**src/rtl/seg_pkg.sv**
```systemverilog
// Shared encodings, character codes, FSM state type and helpers for the
// four-digit seven-segment display controller.
package seg_pkg;

  localparam int unsigned VALUE_W   = 14;
  localparam int unsigned NIB_W     = 4;
  localparam int unsigned NUM_DIGITS = 4;
  localparam int unsigned BCD_W     = NIB_W * NUM_DIGITS;
  localparam int unsigned MODE_W    = 3;
  localparam int unsigned CNT_W     = 4;
  localparam int unsigned STEPS     = 14;
  localparam int unsigned MAX_VALUE = 9999;

  typedef enum logic [MODE_W-1:0] {
    MODE_NUM  = 3'd0,
    MODE_IDLE = 3'd1,
    MODE_RUN  = 3'd2,
    MODE_DONE = 3'd3,
    MODE_ERR  = 3'd4,
    MODE_OFF  = 3'd5
  } mode_e;

  localparam logic [NIB_W-1:0] CH_BLANK = 4'd0;
  localparam logic [NIB_W-1:0] CH_I     = 4'd1;
  localparam logic [NIB_W-1:0] CH_D     = 4'd2;
  localparam logic [NIB_W-1:0] CH_L     = 4'd3;
  localparam logic [NIB_W-1:0] CH_E     = 4'd4;
  localparam logic [NIB_W-1:0] CH_LO    = 4'd5;
  localparam logic [NIB_W-1:0] CH_N     = 4'd6;
  localparam logic [NIB_W-1:0] CH_R     = 4'd7;
  localparam logic [NIB_W-1:0] CH_U     = 4'd8;
  localparam logic [NIB_W-1:0] CH_UO    = 4'd9;
  localparam logic [NIB_W-1:0] CH_F     = 4'd10;
  localparam logic [NIB_W-1:0] CH_DASH  = 4'd15;

  typedef enum logic {
    ST_IDLE  = 1'b0,
    ST_SHIFT = 1'b1
  } state_e;

  // Payload of the display output register: codes plus per-digit char flags.
  typedef struct packed {
    logic [BCD_W-1:0]      bcd;
    logic [NUM_DIGITS-1:0] cflag;
  } disp_t;

  // Double-dabble correction: every nibble >= 5 gets +3 before the shift.
  function automatic logic [BCD_W-1:0] dd_adjust(input logic [BCD_W-1:0] acc);
    logic [BCD_W-1:0] res;
    res = acc;
    for (int i = 0; i < int'(NUM_DIGITS); i++) begin
      if (acc[i*NIB_W +: NIB_W] >= NIB_W'(5)) begin
        res[i*NIB_W +: NIB_W] = acc[i*NIB_W +: NIB_W] + NIB_W'(3);
      end
    end
    return res;
  endfunction

  // Character codes for the message modes, digit3 in the top nibble.
  function automatic logic [BCD_W-1:0] msg_code(input logic [MODE_W-1:0] mode);
    logic [BCD_W-1:0] res;
    case (mode)
      MODE_IDLE: res = {CH_I, CH_D, CH_L, CH_E};
      MODE_RUN:  res = {CH_BLANK, CH_R, CH_U, CH_N};
      MODE_DONE: res = {CH_D, CH_LO, CH_N, CH_E};
      MODE_ERR:  res = {CH_E, CH_R, CH_R, CH_BLANK};
      default:   res = {CH_BLANK, CH_UO, CH_F, CH_F};
    endcase
    return res;
  endfunction

endpackage

```
**src/rtl/seg_display_ctrl_bin2bcd.sv**
```systemverilog
// Sequential binary-to-BCD converter: one double-dabble step per cycle,
// 14 steps per conversion, result held in the number register.
module bin2bcd_seq
  import seg_pkg::*;
(
  input  logic               clk,
  input  logic               rst,
  input  logic [VALUE_W-1:0] value,
  input  logic               load,
  output logic [BCD_W-1:0]   bcd,
  output logic               ovf,
  output logic               busy,
  output logic               done
);

  state_e             state;
  logic [VALUE_W-1:0] operand;
  logic [BCD_W-1:0]   acc;
  logic [CNT_W-1:0]   cnt;
  logic               ovf_pend;
  logic [BCD_W-1:0]   acc_adj;
  logic [BCD_W-1:0]   acc_step;

  always_comb begin
    acc_adj  = dd_adjust(acc);
    acc_step = {acc_adj[BCD_W-2:0], operand[VALUE_W-1]};
  end

  // Controller FSM and datapath; loads arriving while busy are dropped.
  always_ff @(posedge clk or posedge rst) begin
    if (rst) begin
      state    <= ST_IDLE;
      operand  <= '0;
      acc      <= '0;
      cnt      <= '0;
      ovf_pend <= 1'b0;
      bcd      <= '0;
      ovf      <= 1'b0;
      busy     <= 1'b0;
      done     <= 1'b0;
    end else begin
      done <= 1'b0;
      case (state)
        ST_IDLE: begin
          if (load) begin
            operand  <= value;
            acc      <= '0;
            cnt      <= CNT_W'(STEPS);
            ovf_pend <= (value > VALUE_W'(MAX_VALUE));
            state    <= ST_SHIFT;
            busy     <= 1'b1;
          end
        end
        ST_SHIFT: begin
          acc     <= acc_step;
          operand <= {operand[VALUE_W-2:0], 1'b0};
          cnt     <= cnt - CNT_W'(1);
          if (cnt == CNT_W'(1)) begin
            // Final step commits straight from the step result.
            bcd   <= ovf_pend ? {NUM_DIGITS{CH_DASH}} : acc_step;
            ovf   <= ovf_pend;
            state <= ST_IDLE;
            busy  <= 1'b0;
            done  <= 1'b1;
          end
        end
        default: begin
          state <= ST_IDLE;
          busy  <= 1'b0;
        end
      endcase
    end
  end

endmodule

```
**src/rtl/seg_display_ctrl.sv**
```systemverilog
// Four-digit display controller: number conversion plus mode mux, leading
// zero blanking and registered digit codes/flags for bcd_7segment decoders.
module seg_display_ctrl
  import seg_pkg::*;
#(
  parameter bit LZ_BLANK = 1'b1
) (
  input  logic                  clk,
  input  logic                  rst,
  input  logic [VALUE_W-1:0]    value,
  input  logic                  load,
  input  logic [MODE_W-1:0]     mode,
  output logic [BCD_W-1:0]      digit_bcd,
  output logic [NUM_DIGITS-1:0] digit_cflag,
  output logic                  busy,
  output logic                  done
);

  logic [BCD_W-1:0] num_bcd;
  logic             num_ovf;
  disp_t            disp_next;
  logic             z3;
  logic             z2;
  logic             z1;

  bin2bcd_seq u_conv (
    .clk   (clk),
    .rst   (rst),
    .value (value),
    .load  (load),
    .bcd   (num_bcd),
    .ovf   (num_ovf),
    .busy  (busy),
    .done  (done)
  );

  assign z3 = (num_bcd[15:12] == NIB_W'(0));
  assign z2 = (num_bcd[11:8]  == NIB_W'(0));
  assign z1 = (num_bcd[7:4]   == NIB_W'(0));

  // Mode mux; blanked digits keep code 0 and switch to the blank character.
  always_comb begin
    disp_next.bcd   = num_bcd;
    disp_next.cflag = '0;
    case (mode)
      MODE_NUM: begin
        if (num_ovf) begin
          disp_next.bcd = {NUM_DIGITS{CH_DASH}};
        end else begin
          disp_next.cflag[3] = LZ_BLANK & z3;
          disp_next.cflag[2] = LZ_BLANK & z3 & z2;
          disp_next.cflag[1] = LZ_BLANK & z3 & z2 & z1;
        end
      end
      default: begin
        disp_next.bcd   = msg_code(mode);
        disp_next.cflag = '1;
      end
    endcase
  end

  always_ff @(posedge clk or posedge rst) begin
    if (rst) begin
      digit_bcd   <= '0;
      digit_cflag <= '1;
    end else begin
      digit_bcd   <= disp_next.bcd;
      digit_cflag <= disp_next.cflag;
    end
  end

endmodule
```
**config.mk**
```make
export PLATFORM = sky130hd
export DESIGN_NAME = seg_display_ctrl
export DESIGN_NICKNAME = d
export VERILOG_FILES = /design/src/rtl/seg_pkg.sv /design/src/rtl/seg_display_ctrl_bin2bcd.sv /design/src/rtl/seg_display_ctrl.sv
export SDC_FILE = /design/constraint.sdc
export NUM_CORES = 1
export LEC_CHECK = 0
export ABC_AREA = 1
export CORE_ASPECT_RATIO = 0.75
export CORE_MARGIN = 2
export CORE_UTILIZATION = 59
export CTS_CLUSTER_SIZE = 12
export DETAILED_ROUTE_END_ITERATION = 8
export PLACE_DENSITY = 0.84
export SLEW_MARGIN = 15
export SYNTH_ARGS = -nofsm -noshare
export SYNTH_HDL_FRONTEND = slang
export SYNTH_HIERARCHICAL = 1
export SYNTH_SLANG_ARGS = --single-unit
```
**constraint.sdc**
```tcl
create_clock -name clk -period 2.4 [get_ports clk]
set_input_delay 0.36 -clock clk [delete_from_list [all_inputs] [get_ports clk]]
set_output_delay 0.36 -clock clk [all_outputs]
set_load 0.01 [all_outputs]
```
==> reports/qor.yml <==
drv_cap: 0
synth_top_area_share: 0.514
start_util: 0.602
rsz0062_at_grt: "no"
p_leak_nw: 1.99
ys_seq_elements: 75
ff2ff_path_depth: 9
die-width_um: 92.4
power.density_nw_per_um2: 1230
antennaDiodeCount: 0
post-cts-setup-buffers: 0
status: "finished, final reports clean"
slew_headroom: 0.527
worst_slew_pin_slew_ns: 0.708
slowest_stage: "dfstp_2"
die_y_um: 70.3
cts_buffers: 9
worstSetupEndpointType: "primary output"
hp-class: "input pin to async pin"
cts_tree: "built"
layout-drive-gt1-share: 0.0947
fp.coreArea_sq_um: 5740
rrSetupSlack_ns: 0.75
fmax_ghz: 0.573
antenna_found_initial: 0
grt_start_max_net_pins: 36
cts_htree_levels: 3
critPathBufInv: 1
place_ws_ns: 0.696
syn-cell-area_sq_um: 3450
fin_worst_skew_ns: 0.0132
cts_sinks: 75
synth_ff_type: "dfrtp_1"
ioPinCount: 42
synth_edf_count: 0
min_period_over_period: 0.728
routed_wl_um: 7790
post_cts_resized: 0
drc: 0
yosys.area.top_type: "dfrtp_1"
synth_cell_types: 29
dr.pass1.iters: 5
detail_route.wl_per_cell_um: 14.6
path_cells: "clkdlybuf4s50_1"
dp_hpwl_um: 5400
ys_seq_area_frac: 0.545
ctsHoldBuffers: 0
grt_usage: 0.263
fillers: 415
required_ns: 2.04
async_flop_share: 1.00
yosys_warnings: 6
die_area_sq_um: 6490
ir_drop_uv: 772
slowest_delay_ns: 0.52
worstPathArrival_ns: 1.39
finalSetupTns_ns: 0
gp_congestion: 0.821
rr_endpoint: "u_conv/bcd[8]"
ant_nets: 0
path_class: "flip-flop to primary output"
slew_violations: 0
fin_ws_ns: 0.654
setup_viol: 0
clk_path_buf_depth: 2
rows: 24
period_minus_slack_ns: 1.75
fin_nets: 479
synth_nets: 434
worstReg2RegStart: "u_conv/cnt[1]"
areaGrowthSynthToFinish_pct: 19.6
crit_family: "flip-flops"
dpl_cell_area_sq_um: 3930
dr_total_vias: 2888
cts.clk_slew.worst_paths_ns: 0.08
port_buffers: 41
cts-root-buf: "clkbuf_8"
grt_pass1_vias: 2787
post_drt_via_cell_ratio: 5.43
yosys-top-cells-count: "nand2_1, dfrtp_1, nor2_1"
syn_inst: 404
cp_max_fo: 1
yosys-top-cells-area: "dfrtp_1, nand2_1, nor2_1"
hold_viol: 0
crit_path_start_kind: "flip-flop"
synth_area_per_cell_sq_um: 8.55
design_area_sq_um: 4130
grt_pass1_wl_um: 13000
yosysMostFrequentCell: "nand2_1"
place_inst: 516
stdcell_count: 532
overflow: 0
drtIter0Drc: 253
clkLatencyLatePin_ns: 0.36
## logic make-up (layout without fill, tap and decap cells)
logic type | after synthesis | in the layout | share of synthesized area
and+or+nand+nor | 202 | 202 | 0.253
buffers and inverters | 54 | 104 | 0.0674
DFF | 75 | 75 | 0.545
AOI/OAI and AO/OA | 63 | 63 | 0.0989
adders and majority gates | 10 | 10 | 0.0362
## cell type report
type                    instances  area, sq um  share of cell area
clock buffers                  10          138              0.0333
multi-input cells             275         1340               0.324
repair buffers                 44          445               0.108
flip-flops and latches         75         1880               0.455
clock inverters                 6         65.1              0.0157
well taps                      78         97.6              0.0236
inverters                      44          165              0.0400
## per-stage QoR
step                power [W]   util  hold WS [ns]
detailed placement    0.00404  0.685         0.469
finish                0.00507  0.721         0.359
global route          0.00547  0.721         0.396
CTS                   0.00503  0.721         0.367
floorplan             0.00345      -         0.321
global placement      0.00389  0.685         0.465
## routing by layer
layer | vias to the layer above | routed length (um) | global-route usage
met5 | - | 0 | 0
met4 | 0 | 108 | 0.0846
met3 | 12 | 573 | 0.0874
met2 | 135 | 3610 | 0.397
met1 | 1358 | 3500 | 0.365
li1 | 1383 | - | -
## registers in the layout, summed over array words and instances, names as in the netlist, 4 cells and up
| register | count |
|---|---|
| digit_cflag | 4 |
| u_conv/bcd | 16 |
| digit_bcd | 16 |
| u_conv/cnt | 4 |
| u_conv/acc | 16 |
| u_conv/operand | 14 |
## worst max-delay path by stage
stage	from	endpoint	slack, ns	cells past startpoint
2_1_floorplan	rst	u_conv/acc[0]	0.70	1
3_3_place_gp	load	u_conv/operand[13]	0.76	8
3_5_place_dp	load	u_conv/operand[13]	0.70	8
4_1_cts	digit_cflag[1]	digit_cflag[1]	0.63	1
5_1_grt	digit_cflag[1]	digit_cflag[1]	0.59	1
6_report	digit_cflag[1]	digit_cflag[1]	0.65	1
## power by group
part           internal, W  total, W  switching (W)  leakage [nW]
Combinational     0.000715   0.00199        0.00128          1.00
Clock             0.000506  0.000974       0.000469        0.0905
Sequential         0.00175   0.00210       0.000355         0.893
## placed cells by master, fill, tap and decap left out, drive strengths merged, types with 3 or more instances in the layout
cell	n
nand3	24
ha	10
dfstp	4
buf	3
a21oi	21
clkinvlp	4
nand4	8
clkbuf	10
inv	44
clkdlybuf4s50	41
o21ai	32
o22ai	6
nor2	57
nand2	108
or2	4
dfrtp	71
(Power assumes the default switching activity.)
